[config.mk]
export PLATFORM = sky130hd
export DESIGN_NAME = instr_fetch_unit
export DESIGN_NICKNAME = d
export VERILOG_FILES = /design/src/rtl/cpu_pkg.sv /design/src/rtl/instr_mem.sv /design/src/rtl/instr_fetch_unit.sv
export SDC_FILE = /design/constraint.sdc
export NUM_CORES = 1
export LEC_CHECK = 0
export CAP_MARGIN = 0
export CELL_PAD_IN_SITES_DETAIL_PLACEMENT = 1
export CELL_PAD_IN_SITES_GLOBAL_PLACEMENT = 1
export CORE_MARGIN = 5
export CORE_UTILIZATION = 52
export DETAILED_ROUTE_END_ITERATION = 10
export MAX_ROUTING_LAYER = met4
export PLACE_DENSITY = 0.89
export SLEW_MARGIN = 25
export SYNTH_ARGS = -nofsm -noshare
export SYNTH_HDL_FRONTEND = slang
export SYNTH_SLANG_ARGS = --single-unit
[constraint.sdc]
create_clock -name clk -period 7.6 [get_ports clk]
set_input_delay 1.52 -clock clk [delete_from_list [all_inputs] [get_ports clk]]
set_output_delay 1.52 -clock clk [all_outputs]
set_load 0.1 [all_outputs]
[src/rtl/cpu_pkg.sv]
// Shared CPU front-end constants and the IF/ID pipeline payload.
package cpu_pkg;

    localparam int unsigned XLEN       = 32;
    localparam int unsigned IMEM_DEPTH = 32;
    localparam logic [31:0] INSTR_NOP  = 32'h0000_0000;
    localparam logic [31:0] PC_INCR    = 32'd4;

    // Contents of the IF/ID pipeline register
    typedef struct packed {
        logic [31:0] instr;
        logic [31:0] pc4;
        logic        valid;
    } if_id_t;

endpackage

[src/rtl/instr_mem.sv]
// Instruction memory: synchronous write port, asynchronous read port.
module instr_mem
    import cpu_pkg::*;
#(
    parameter int unsigned DEPTH = IMEM_DEPTH,
    parameter int unsigned AW    = $clog2(DEPTH)
) (
    input  logic            clk,
    input  logic            we,
    input  logic [AW-1:0]   waddr,
    input  logic [31:0]     wdata,
    input  logic [AW-1:0]   raddr,
    output logic [31:0]     rdata
);

    logic [31:0] mem [DEPTH];

    // Write one word per enabled cycle; contents are never cleared
    always_ff @(posedge clk) begin
        if (we) begin
            mem[waddr] <= wdata;
        end
    end

    assign rdata = mem[raddr];

endmodule

[src/rtl/instr_fetch_unit.sv]
// Fetch stage: loadable instruction memory, program counter and IF/ID register.
module instr_fetch_unit
    import cpu_pkg::*;
#(
    parameter int unsigned DEPTH = IMEM_DEPTH,
    parameter int unsigned AW    = $clog2(DEPTH)
) (
    input  logic            clk,
    input  logic            Reset,
    input  logic            LoadInstructions,
    input  logic [31:0]     Instruction,
    input  logic            Stall,
    input  logic            BranchTaken,
    input  logic [31:0]     BranchTarget,
    output logic [31:0]     PC,
    output logic [31:0]     IF_ID_Instr,
    output logic [31:0]     IF_ID_PC4,
    output logic            IF_ID_Valid,
    output logic            ProgramDone,
    output logic [AW:0]     LoadCount,
    output logic            LoadOverflow
);

    logic          load_d;
    logic [AW:0]   wptr;
    // Survive Reset so a loaded program outlives the reset before a run
    logic [AW:0]   load_count    = '0;
    logic          load_overflow = 1'b0;
    logic [31:0]   pc;
    if_id_t        if_id;

    logic          new_session;
    logic          mem_full;
    logic          we;
    logic [AW-1:0] waddr;
    logic [AW-1:0] fetch_idx;
    logic          fetch_ok;
    logic [31:0]   mem_rdata;

    assign new_session = LoadInstructions && !load_d;
    assign mem_full    = (wptr == (AW+1)'(DEPTH));
    assign we          = !Reset && LoadInstructions && (new_session || !mem_full);
    assign waddr       = new_session ? '0 : wptr[AW-1:0];

    // Only words of the last load session inside the array are fetchable
    assign fetch_idx = pc[AW+1:2];
    assign fetch_ok  = (pc[31:AW+2] == '0) && ((AW+1)'(fetch_idx) < load_count);

    instr_mem #(
        .DEPTH (DEPTH),
        .AW    (AW)
    ) u_imem (
        .clk   (clk),
        .we    (we),
        .waddr (waddr),
        .wdata (Instruction),
        .raddr (fetch_idx),
        .rdata (mem_rdata)
    );

    // Load session tracking: write pointer, word count and sticky overflow
    always_ff @(posedge clk) begin
        if (Reset) begin
            load_d <= 1'b0;
            wptr   <= '0;
        end else begin
            load_d <= LoadInstructions;
            if (LoadInstructions) begin
                if (new_session) begin
                    wptr          <= (AW+1)'(1);
                    load_count    <= (AW+1)'(1);
                    load_overflow <= 1'b0;
                end else if (mem_full) begin
                    load_overflow <= 1'b1;
                end else begin
                    wptr       <= wptr + (AW+1)'(1);
                    load_count <= load_count + (AW+1)'(1);
                end
            end
        end
    end

    // Program counter and IF/ID register: load > branch > stall > fetch
    always_ff @(posedge clk) begin
        if (Reset) begin
            pc    <= '0;
            if_id <= '0;
        end else if (LoadInstructions) begin
            pc          <= '0;
            if_id.instr <= INSTR_NOP;
            if_id.pc4   <= '0;
            if_id.valid <= 1'b0;
        end else if (BranchTaken) begin
            pc          <= BranchTarget & ~32'h0000_0003;
            if_id.instr <= INSTR_NOP;
            if_id.pc4   <= '0;
            if_id.valid <= 1'b0;
        end else if (!Stall) begin
            pc          <= pc + PC_INCR;
            if_id.instr <= fetch_ok ? mem_rdata : INSTR_NOP;
            if_id.pc4   <= pc + PC_INCR;
            if_id.valid <= 1'b1;
        end
    end

    assign PC           = pc;
    assign IF_ID_Instr  = if_id.instr;
    assign IF_ID_PC4    = if_id.pc4;
    assign IF_ID_Valid  = if_id.valid;
    assign LoadCount    = load_count;
    assign LoadOverflow = load_overflow;
    assign ProgramDone  = (pc[31:2] >= 30'(load_count));

endmodule

Word-level counts from Yosys, hierarchy flattened
Memory sizes are Yosys's and may differ from the RTL's. A register that Yosys moved wholly into a read port is not among the register bits.
Index checks and enable logic that the tools add are counted.
{"block": "word_totals", "regBits": 111, "ram_bits": 1024, "in_bits": 69, "mem_count": 1}
{"memory": "u_imem.mem", "words": 32, "width": 32, "rd": 1, "rd_ports_with_merged_regs": 1, "wr": 1, "line_no": "instr_mem.sv:16", "rtl": "logic [31:0] mem [DEPTH];"}
{"block": "op_classes", "bitwise": 1, "order_cmp": 2, "n_eq_ne": 3, "mux": 12, "reduce_logical": 15, "add_sub_neg": 3}
{"cell": "$mux W32", "count": 3}
{"cell": "$add A32 B3 Y32 const B", "count": 1}
{"cell": "$ge A30 B6 Y1", "count": 1}
{"cell": "$logic_not A25 Y1", "count": 1}
{"cell": "$mux W6", "count": 3}
{"cell": "$mux W5", "count": 3}
{"cell": "$add A6 B1 Y6 const B", "count": 2}
{"cell": "$eq A6 B6 Y1 const B", "count": 1}
{"cell": "$lt A5 B6 Y1", "count": 1}
{"cell": "$reduce_and A3 Y1", "count": 2}
{"cell": "$logic_and A1 B1 Y1", "count": 4}
{"cell": "$logic_not A1 Y1", "count": 3}
{"cell": "$mux W1", "count": 3}
{"cell": "$reduce_or A3 Y1", "count": 1}
{"cell": "$ne A2 B1 Y1 const B", "count": 1}
{"cell": "$ne A2 B2 Y1 const B", "count": 1}
{"cell": "$reduce_and A2 Y1", "count": 1}
{"cell": "$reduce_bool A2 Y1", "count": 1}
{"cell": "$reduce_or A2 Y1", "count": 1}
{"cell": "$logic_or A1 B1 Y1", "count": 1}
{"cell": "$not A1 Y1", "count": 1}

Longest topological paths before layout
{"block": "depth", "ltp_word": 6, "ltp_mapped": 9, "mapped_depth_nobuf": 7}

Cells and area by module
A second synthesis with hierarchy kept.
{"block": "hier_totals", "cells_unflattened": 2790, "area_unflattened_um2": 44910.6}
{"mod": "instr_mem", "instances": 1, "area_each_um2": 39844.5, "cells_per_inst": 2228}
{"mod": "instr_fetch_unit", "instances": 1, "area_each_um2": 5066.1, "cells_per_inst": 562}

Least setup slack after synthesis
OpenSTA, ideal clock, no wires.
{"block": "synth_timing", "path_kind": "input -> register", "start": "in LoadInstructions", "end": "mem u_imem.mem[31][0], enable pin", "slack_ns": 2.800, "setup_ns": 0.461, "arrival_time_ns": 4.339, "cell_stages": 6, "path_buffers": 1, "t_required_ns": 7.139, "cell_sequence": "clkbuf_1 > inv_1 > nor2_1 > inv_1 > nand2b_1 > nor3_1"}
{"block": "synth_via", "elab_chain_cells": 5, "word_cells_on_any_way": 7, "cone_classes": "3 x mux; 4 x reduce/logical"}
{"element": "start: declaration", "line_no": "instr_fetch_unit.sv:10", "rtl": "input logic LoadInstructions,"}
{"element": "$logic_and A1 B1 Y1", "line_no": "instr_fetch_unit.sv:40", "rtl": "assign new_session = LoadInstructions && !load_d;"}
{"element": "$logic_or A1 B1 Y1", "line_no": "instr_fetch_unit.sv:42", "rtl": "assign we = !Reset && LoadInstructions && (new_session || !mem_full);"}
{"element": "$logic_and A1 B1 Y1", "line_no": "instr_fetch_unit.sv:42"}
{"element": "$mux W1", "line_no": "instr_mem.sv:20", "rtl": "if (we) begin"}
{"element": "$mux W1 (implied by the code)", "line_no": "instr_mem.sv:21", "rtl": "mem[waddr] <= wdata;"}
{"element": "end: declaration", "line_no": "instr_mem.sv:16"}
Parallel ways exist; a longest one is shown, timed or not.

Final worst setup path
{"block": "layout_timing", "start": "in LoadInstructions", "end": "mem u_imem.mem[19][23], enable pin"}
The elaborated chain is that of the path after synthesis.

==> summary.md <==
| Metric | Value |
|---|---|
| Worst-margin pin slew | `1.08 ns` |
| Combined area of all synthesized cells | `43900 sq um` |
| Hold-fix buffers at CTS | `0` |
| HPWL reported at the end of detailed placement | `72.6 mm` |
| Final core utilization | `0.606` |
| Logic depth of the worst register-to-register path | `6` |
| Number of antenna violations at the first check in global routing | `6` |
| Die X-Extent | `301 um` |
| Worst path slowest cell | `nor2_4` |
| Outcome | `completed` |
| Number of routed nets with antenna violations | `0` |
| Max VDD drop | `0.254 mV` |
| Die Area | `90400 sq um` |
| Final weighted congestion of routability-driven global placement | `0.891` |
| Largest net degree at the start of global routing | `94` |
| Wire length per cell after detailed routing | `35.1 um` |
| Class of the most critical hold timing path | `reg2reg` |
| Yosys reg bits | `1136` |
| Number of synthesized flops with an enable pin | `1031` |
| I/O Buffers | `167` |
| Count of mapped cells out of synthesis | `2258` |
| Most used cells in the layout excluding fill and tap cells | `1031 x edfxtp_1, 225 x mux4_2, 132 x clkdlybuf4s50_1, 112 x nand2_1, 112 x clkbuf_16` |
| Number of buffers created by CTS | `109` |
| Congestion Overflow GR | `0` |
| Depth of the CTS H-tree | `3` |
| Buffer levels on the longest clock path | `3` |
| CP required | `7.99 ns` |
| Clk root buf | `clkbuf_16` |
| Peak clock frequency supported by timing | `192 MHz` |
| Worst-case headroom to the max-slew limit | `0.277` |
| Maximum fanout along the worst path | `17` |
| Leakage power | `15.5 nW` |
| Vias per Instance | `6.60` |
| Yosys warnings | `0` |
| Number of max-capacitance violations reported | `0` |
| Clock latency of the later-clocked register in the worst-skew pair | `0.70 ns` |
| Iter 0 DRT Violations | `3330` |
| Unrepaired setup endpoints after global routing | `no` |
| Most area-hungry cell type in the Yosys netlist | `edfxtp_1` |
| Power per cell area | `255 nW/um^2` |
| Final period demand of the worst path | `5.21 ns` |
| Crit path launch type | `primary input` |
| Vias in the first global route | `25700` |
| Fraction of the cycle the final worst path needs | `0.685` |
| Clock tree skew after final layout | `0.0384 ns` |
| Avg Inst Size Synth | `19.4 sq um` |
| Biggest area contributors in the synthesized netlist | `edfxtp_1 70%, mux4_2 12%, dfxtp_1 4.8%` |
| Number of hold violations in the final report | `0` |
| Y dimension of the die | `301 um` |
| Worst EP arrival | `5.60 ns` |
| Area growth syn-to-layout | `15.5%` |
| Clk sinks | `1136` |
| Starting density of the core | `0.525` |
| Cells on Worst Hold Path | `1` |
| Global-route wire length before repair | `185 mm` |
| Clock transition time at the flip-flop clock pins of the worst setup and hold paths | `0.06 ns` |
| IO Pins | `174` |
| Floorplan row count | `106` |
| Final setup fails | `0` |
| Share of async-settable or async-resettable flops after synthesis | `0` |
| Detailed-routing iteration count for the pre-antenna-repair pass | `6` |
| Total routing usage reported by global routing | `0.292` |
| Largest stage delay on the critical path | `0.83 ns` |
| Portion of synthesized cell area occupied by the leading cell type | `0.705` |
| Filler instances | `7058` |
| Final Slew Violations | `0` |
| Sort of element at the end of the critical path | `register` |
| Count of distinct cell types in the synthesized netlist | `52` |
| Number of gates resized after cts | `0` |
| TritonCTS clock tree | `done` |
| Number of buffers inserted by post-CTS setup repair | `0` |
| Sequential element share of the synthesized area | `0.753` |
| Final net count | `2542` |
| Path type of the worst setup path | `in2reg` |
| Final-layout setup total negative slack | `0 ns` |
| DRC violations left | `0` |
| Total vias in the final route | `24400` |
| Critical path cell sequence | `clkdlybuf4s50_1, inv_1, nor2_1, inv_1, nand2b_1, nor2_1, nand3_1, nor2_4, buf_16, buf_4` |
| WL final | `130 mm` |
| Share of post-route cells with drive strength above 1 | `0.235` |
| Most common cell after layout, fill and taps aside | `edfxtp_1` |
| Std-Cell Core Area | `83700 sq um` |
| Most common flop cell mapped by yosys | `edfxtp_1` |
[cell type report]
type                            count  area, sq um  share of cell area
Clock buffer                      138         2930              0.0578
Tap cell                         1134         1420              0.0280
Multi-Input combinational cell    972        10500               0.207
Clock inverter                     65          582              0.0115
Inverter                           14         52.6             0.00104
Timing Repair Buffer              230         2180              0.0429
Sequential cell                  1136        33100               0.652
Antenna cell                        4         10.0            0.000197
[sequential cells by signal, summed over array words and instances, names as in the netlist, named ones only]
| name | flops |
|---|---|
| IF_ID_Instr | 32 |
| IF_ID_PC4 | 30 |
| IF_ID_Valid | 1 |
| LoadCount | 6 |
| LoadOverflow | 1 |
| PC | 30 |
| load_d | 1 |
| u_imem.mem | 1024 |
| wptr | 6 |
[cells by family after synthesis]
logic type | Yosys count | share of synthesized area
multiplexers | 356 | 0.147
adder cells (fa/ha/maj) | 10 | 0.00285
flip-flops | 1136 | 0.753
AO/OA/AOI/OAI | 235 | 0.0371
buffers and inverters | 153 | 0.0155
AND/OR/NAND/NOR | 316 | 0.0343
other | 1 | 0.0000854
XOR/XNOR | 51 | 0.0102
[per-stage QoR]
stage / area (sq um) / setup slack, ns / cells / power, mW / hold slack [ns]
after floorplan: 43900 / 2.80 / 2261 / 7.37 / 0.485
final: 50700 / 2.39 / 3693 / 12.9 / 0.452
after global placement: 47100 / 1.82 / 3476 / 7.59 / 0.438
after detailed placement: 47200 / 1.94 / 3481 / 7.63 / 0.444
after global routing: 50700 / 2.26 / 3693 / 13.3 / 0.483
after CTS: 50700 / 2.49 / 3684 / 13.0 / 0.458
[final timing paths]
check,start,endpoint,slack [ns]
worst min register to register,IF_ID_PC4[11],IF_ID_PC4[11],0.45
worst max register to register,wptr[0],u_imem.mem[2][16],3.45
worst min-delay path,IF_ID_PC4[11],IF_ID_PC4[11],0.45
worst max-delay path,LoadInstructions,u_imem.mem[19][23],2.39
[synthesized netlist by cell type, drive strengths merged, types with 26 or more instances]
library cell,count
buf,73
nand3,36
mux4,225
o21ai,55
xnor2,39
nand2,112
dfxtp,105
a21oi,26
a22oi,36
mux2,63
clkbuf,66
nor2,72
mux2i,68
edfxtp,1031
[critical path: cells and delay by family]
| family | cells | cell delay, ns |
|---|---|---|
| buffers and inverters | 5 | 1.95 |
| and+or+nand+nor | 5 | 2.09 |
[power by group]
group | internal, mW | leakage (nW) | switching [mW]
clock | 2.98 | 1.69 | 2.43
sequential | 6.83 | 10.1 | 0.0388
combinational | 0.216 | 3.64 | 0.422
[metal layers]
layer | GRT usage | share of wire
met3 | 0.0735 | 0.099
met5 | - | 0
met4 | 0.119 | 0.047
met1 | 0.345 | 0.35
met2 | 0.486 | 0.51
(Power assumes the default switching activity.)
==> RTL edit 1: new RTL, same flow settings <==
`IMEM_DEPTH`: 32 -> 16.
--- a/src/rtl/cpu_pkg.sv
+++ b/src/rtl/cpu_pkg.sv
@@ -2,7 +2,7 @@
 package cpu_pkg;
 
     localparam int unsigned XLEN       = 32;
-    localparam int unsigned IMEM_DEPTH = 32;
+    localparam int unsigned IMEM_DEPTH = 16;
     localparam logic [31:0] INSTR_NOP  = 32'h0000_0000;
     localparam logic [31:0] PC_INCR    = 32'd4;
 
Interface: changed (resized LoadCount); port bits go from 174 to 173. The function was not compared with the original's and may differ.
==> RTL edit 1 against the unedited design <==
  * Non-clock buffer count down 33
  * Final area decreased by 43%
  * Global-route usage shrank 2.0 points
  * Worst setup slack improved by 510 ps
  * Synthesized area decreased by 45%
  * Routed wire length fell by 48%
  * Count of clock-buffer cells in the layout is 66 lower
  * Sequential cell count is 515 lower
  * Synthesized cell count decreased by 39%
  * Power fell by 42%
  * Via count shrank 42%
==> RTL edit 1: results (changes against the unedited design) <==
status=finished, final reports clean; reg2reg end=u_imem.mem[5][12]; Detailed Route WL=67.0 mm (-48%); DP Area=0.0266 sq mm (-44%); reg-to-reg slack, setup=4260 ps (+810 ps); M1 WL=25.0 mm (-44%); CTS Buf Count=61 (-44%); Seq power=0.00373 W (-46%); Worst Skew=19.6 ps (-18.9 ps); met2 Use GR=45.4% (-3.2 points); Global Route Usage Sum=27.2% (-2.0 points); worst-skew pair later-pin latency=640 ps (-60 ps); met3 wire length=5.54 mm (-57%); met2 WL post-DR=34.5 mm (-48%); placed insts=2,090 (-40%); met3 usage=5.01% (-2.3 points); Post-synth top cells=edfxtp_1, mux4_2, dfxtp_1, nand2_1, a22oi_1; initial antenna violation count=4 (-2); count of cell types in the netlist=50 (-3.8%); Final #Nets=1,625 (-36%); worst vdd ir=0.000210 V (-17%); H-tree depth=2 (-1); 1st-pass router iterations=5 (-1); fillers=4,012 (-43%); Placer Congestion=0.875 (-1.9%); Slowest-stage cell, CP=clkdlybuf4s50_1; Post-DP HPWL=35.2 mm (-52%); Port Buffers=166 (-0.60%); Power Internal=0.00585 W (-42%); DR vias=14,100 (-42%); synthesized area per cell=17.5 sq um (-10%); slowest stage delay, CP=1020 ps (+190 ps)
RTL edit 1: cell families after synthesis:
family          synth area share (%)
compound gates                  5.31
xor+xnor                        2.07
fa+ha+maj                      0.466
buf+inv                         2.04
flops                           72.9
mux                             12.1
other cells                   0.0155
simple gates                    5.14
RTL edit 1: area by class of cell:
cell class | instances | area share (%)
clock inverter | 43 | 2.03
multi-input combinational | 652 | 21.5
tap | 607 | 2.63
clock buffer | 72 | 5.68
timing repair buffer | 197 | 6.75
sequential | 621 | 61.1
inverter | 14 | 0.182
antenna | 4 | 0.0347
RTL edit 1: worst max-delay path by stage:
stage / from / end / slack (ps) / cells after the start
floorplan: PC[2] / ProgramDone / 2200 / 7
global placement: LoadInstructions / u_imem.mem[5][11] / 3040 / 6
detailed placement: LoadInstructions / u_imem.mem[5][12] / 2830 / 6
CTS: PC[2] / ProgramDone / 2850 / 8
global route: PC[2] / ProgramDone / 2690 / 8
finish: PC[2] / ProgramDone / 2900 / 8
==> RTL edit 2: new RTL, config.mk and constraints unchanged <==
Made on the original files. Put one more register stage on the output `LoadOverflow`, without a reset. The value now appears one clock later. The other outputs are not delayed to match.
--- a/src/rtl/instr_fetch_unit.sv
+++ b/src/rtl/instr_fetch_unit.sv
@@ -108,7 +108,9 @@
     assign IF_ID_PC4    = if_id.pc4;
     assign IF_ID_Valid  = if_id.valid;
     assign LoadCount    = load_count;
-    assign LoadOverflow = load_overflow;
+    always_ff @(posedge clk) begin
+        LoadOverflow <= load_overflow;
+    end
     assign ProgramDone  = (pc[31:2] >= 30'(load_count));
 
 endmodule
Function: not settled (the Yosys comparison gave no result); the edit may change what the design does.
==> RTL edit 2 against the unedited design <==
  * Worst setup slack better by 33 ps
  * Maximum frequency is 0.64% higher
  * Die area hardly changed
  * Routed wire length hardly changed
  * Register-to-register slack worse by 20 ps
  * Power is 0.75% higher
  * Synthesized area hardly changed
  * Sequential power hardly changed
  * Final area is 0.17% lower
  * Global-route usage is 0.055 points higher
  * Sequential cell count is 1 higher
  * Final cell count stayed put
  * Critical path type unchanged
==> RTL edit 2: results (changes against the unedited design) <==
status=finished, final reports clean; placed insts=3,478 (-0.086%); WL per Instance=35.1 um (about the same); sequential share of the synthesized area=75.3% (about the same); EDFF count, synth=1,031 (unchanged); Top FF cell, synth=edfxtp_1; worst-skew pair later-pin latency=710 ps; CP max FO=22 (+5); initial antenna violation count=7 (+1); XOR/XNOR Fraction of Synth Area=1.02% (about the same); Critical path origin=LoadInstructions; Syn. warnings=0 (unchanged); reg-to-reg slack, setup=3430 ps (-20 ps); grt ovf=0 (unchanged); clock-pin slew on the worst setup and hold paths=70 ps; layout cell share with drive strength beyond 1=23.3% (-0.20 points); slowest stage delay, CP=1040 ps (+210 ps); detailed router's first-iteration violation count=3,502 (+5.2%); Top delay family on crit path=simple AND/OR/NAND/NOR gates; Worst Skew=41.5 ps (+3.11 ps); mux contribution to synthesized area=14.7% (about the same); Via-to-Cell Ratio=6.65 (+0.83%); Global Route Usage Sum=29.3% (+0.055 points); Final #Nets=2,539 (-0.12%); Area contributors post-synth=edfxtp_1, mux4_2, dfxtp_1; largest net degree at the start of global routing=159 (+69%); count of cell types in the netlist=52 (unchanged); Largest Register=u_imem.mem; Detailed Route WL=130 mm (about the same); R2R Path Start=wptr[0]; Longest Clk Path Bufs=3 (unchanged); vias in the first global route=26,000 (+1.1%); 1st-pass router iterations=5 (-1); fillers=7,076 (+0.26%); Post-DP HPWL=70.6 mm (-2.7%); clock root buffer=clkbuf_16; first-pass GRT wire length=187 mm (+0.99%); Hold WC Path Type=reg -> reg; min-delay src=load_overflow; share of flip-flops with an asynchronous set or reset=0% (unchanged); post-CTS setup buffers=0 (unchanged); adder-cell share of the synthesized area=0.285% (about the same); max reg flops=1,024 (unchanged); H-tree depth=3 (unchanged); post-CTS sizing=0 (unchanged); Slowest-stage cell, CP=nor2_4; Lkg Pwr=15.5 nW (about the same); worst vdd ir=0.000214 V (-16%); Port Buffers=167 (unchanged); Post-synth top cells=edfxtp_1, mux4_2, nand2_1, dfxtp_1, nor2_1; Slew @ Worst Pin=1080 ps (+2.26 ps); synthesized area per cell=19.4 sq um (about the same); Worst EP arrival=5550 ps (-50 ps); Placer Congestion=0.878 (-1.5%); CTS Buf Count=110 (+0.92%); Synth Area in Compound Gates=3.71% (about the same)
==> RTL edit 2: worst paths after layout <==
kind         cells past startpoint            endpoint
max                              6  u_imem.mem[13][31]
max reg2reg                      6  u_imem.mem[13][31]
min reg2reg                      0        LoadOverflow
min                              0        LoadOverflow
==> RTL edit 2: cell families (layout without fill, tap and decap cells) <==
family / after synthesis / count (layout)
adder cells (fa/ha/maj): 10 / 10
XOR/XNOR: 51 / 51
multiplexers: 356 / 356
flip-flops: 1137 / 1137
other: 1 / 8
AO/OA/AOI/OAI: 235 / 235
buffers and inverters: 153 / 446
AND/OR/NAND/NOR: 316 / 316
==> RTL edit 2: metal layers <==
metal / global-route usage (%) / vias up / wire length [um]
met2: 48.6 / 1796 / 65800
met5: - / - / 0
met3: 5.93 / 332 / 12500
met4: 10.2 / 0 / 5030
li1: - / 9618 / -
met1: 36.5 / 12800 / 46400
==> RTL edit 2: layout make-up <==
cell class	count	area, sq um	area share, %
sequential	1137	33100	65.3
clock inverter	65	604	1.19
clock buffer	142	2950	5.83
antenna	4	10.0	0.0198
timing repair buffer	225	2030	4.02
inverter	14	52.6	0.104
tap	1134	1420	2.80
multi-input combinational	972	10500	20.7
==> RTL edit 2: metrics by stage <==
step           cell area (sq um)  utilization, %  worst slack, ps  total power (W)  hold WS (ps)
2_1_floorplan              43900               -             2800          0.00737           323
3_3_place_gp               47100            56.3             1940          0.00760           352
3_5_place_dp               47100            56.3             1470          0.00764           356
4_1_cts                    50700            60.6             1980           0.0131           406
5_1_grt                    50600            60.5             2410           0.0134           401
6_report                   50600            60.5             2430           0.0130           393
==> RTL edit 2: worst register-to-register path, cell delays in order, from the launching register on <==
cell,delay (ps)
dfxtp_1,530
inv_1,200
ha_1,320
a41oi_2,680
nand4_1,670
nor2_4,1040
buf_4,420
==> RTL edit 2: where the power goes <==
group	switching, W	leakage (nW)	internal, W	total [W]
registers	0.0000414	10.1	0.00683	0.00688
logic	0.000420	3.58	0.000214	0.000635
clock network	0.00245	1.75	0.00306	0.00551
total	0.00291	15.5	0.0101	0.0130
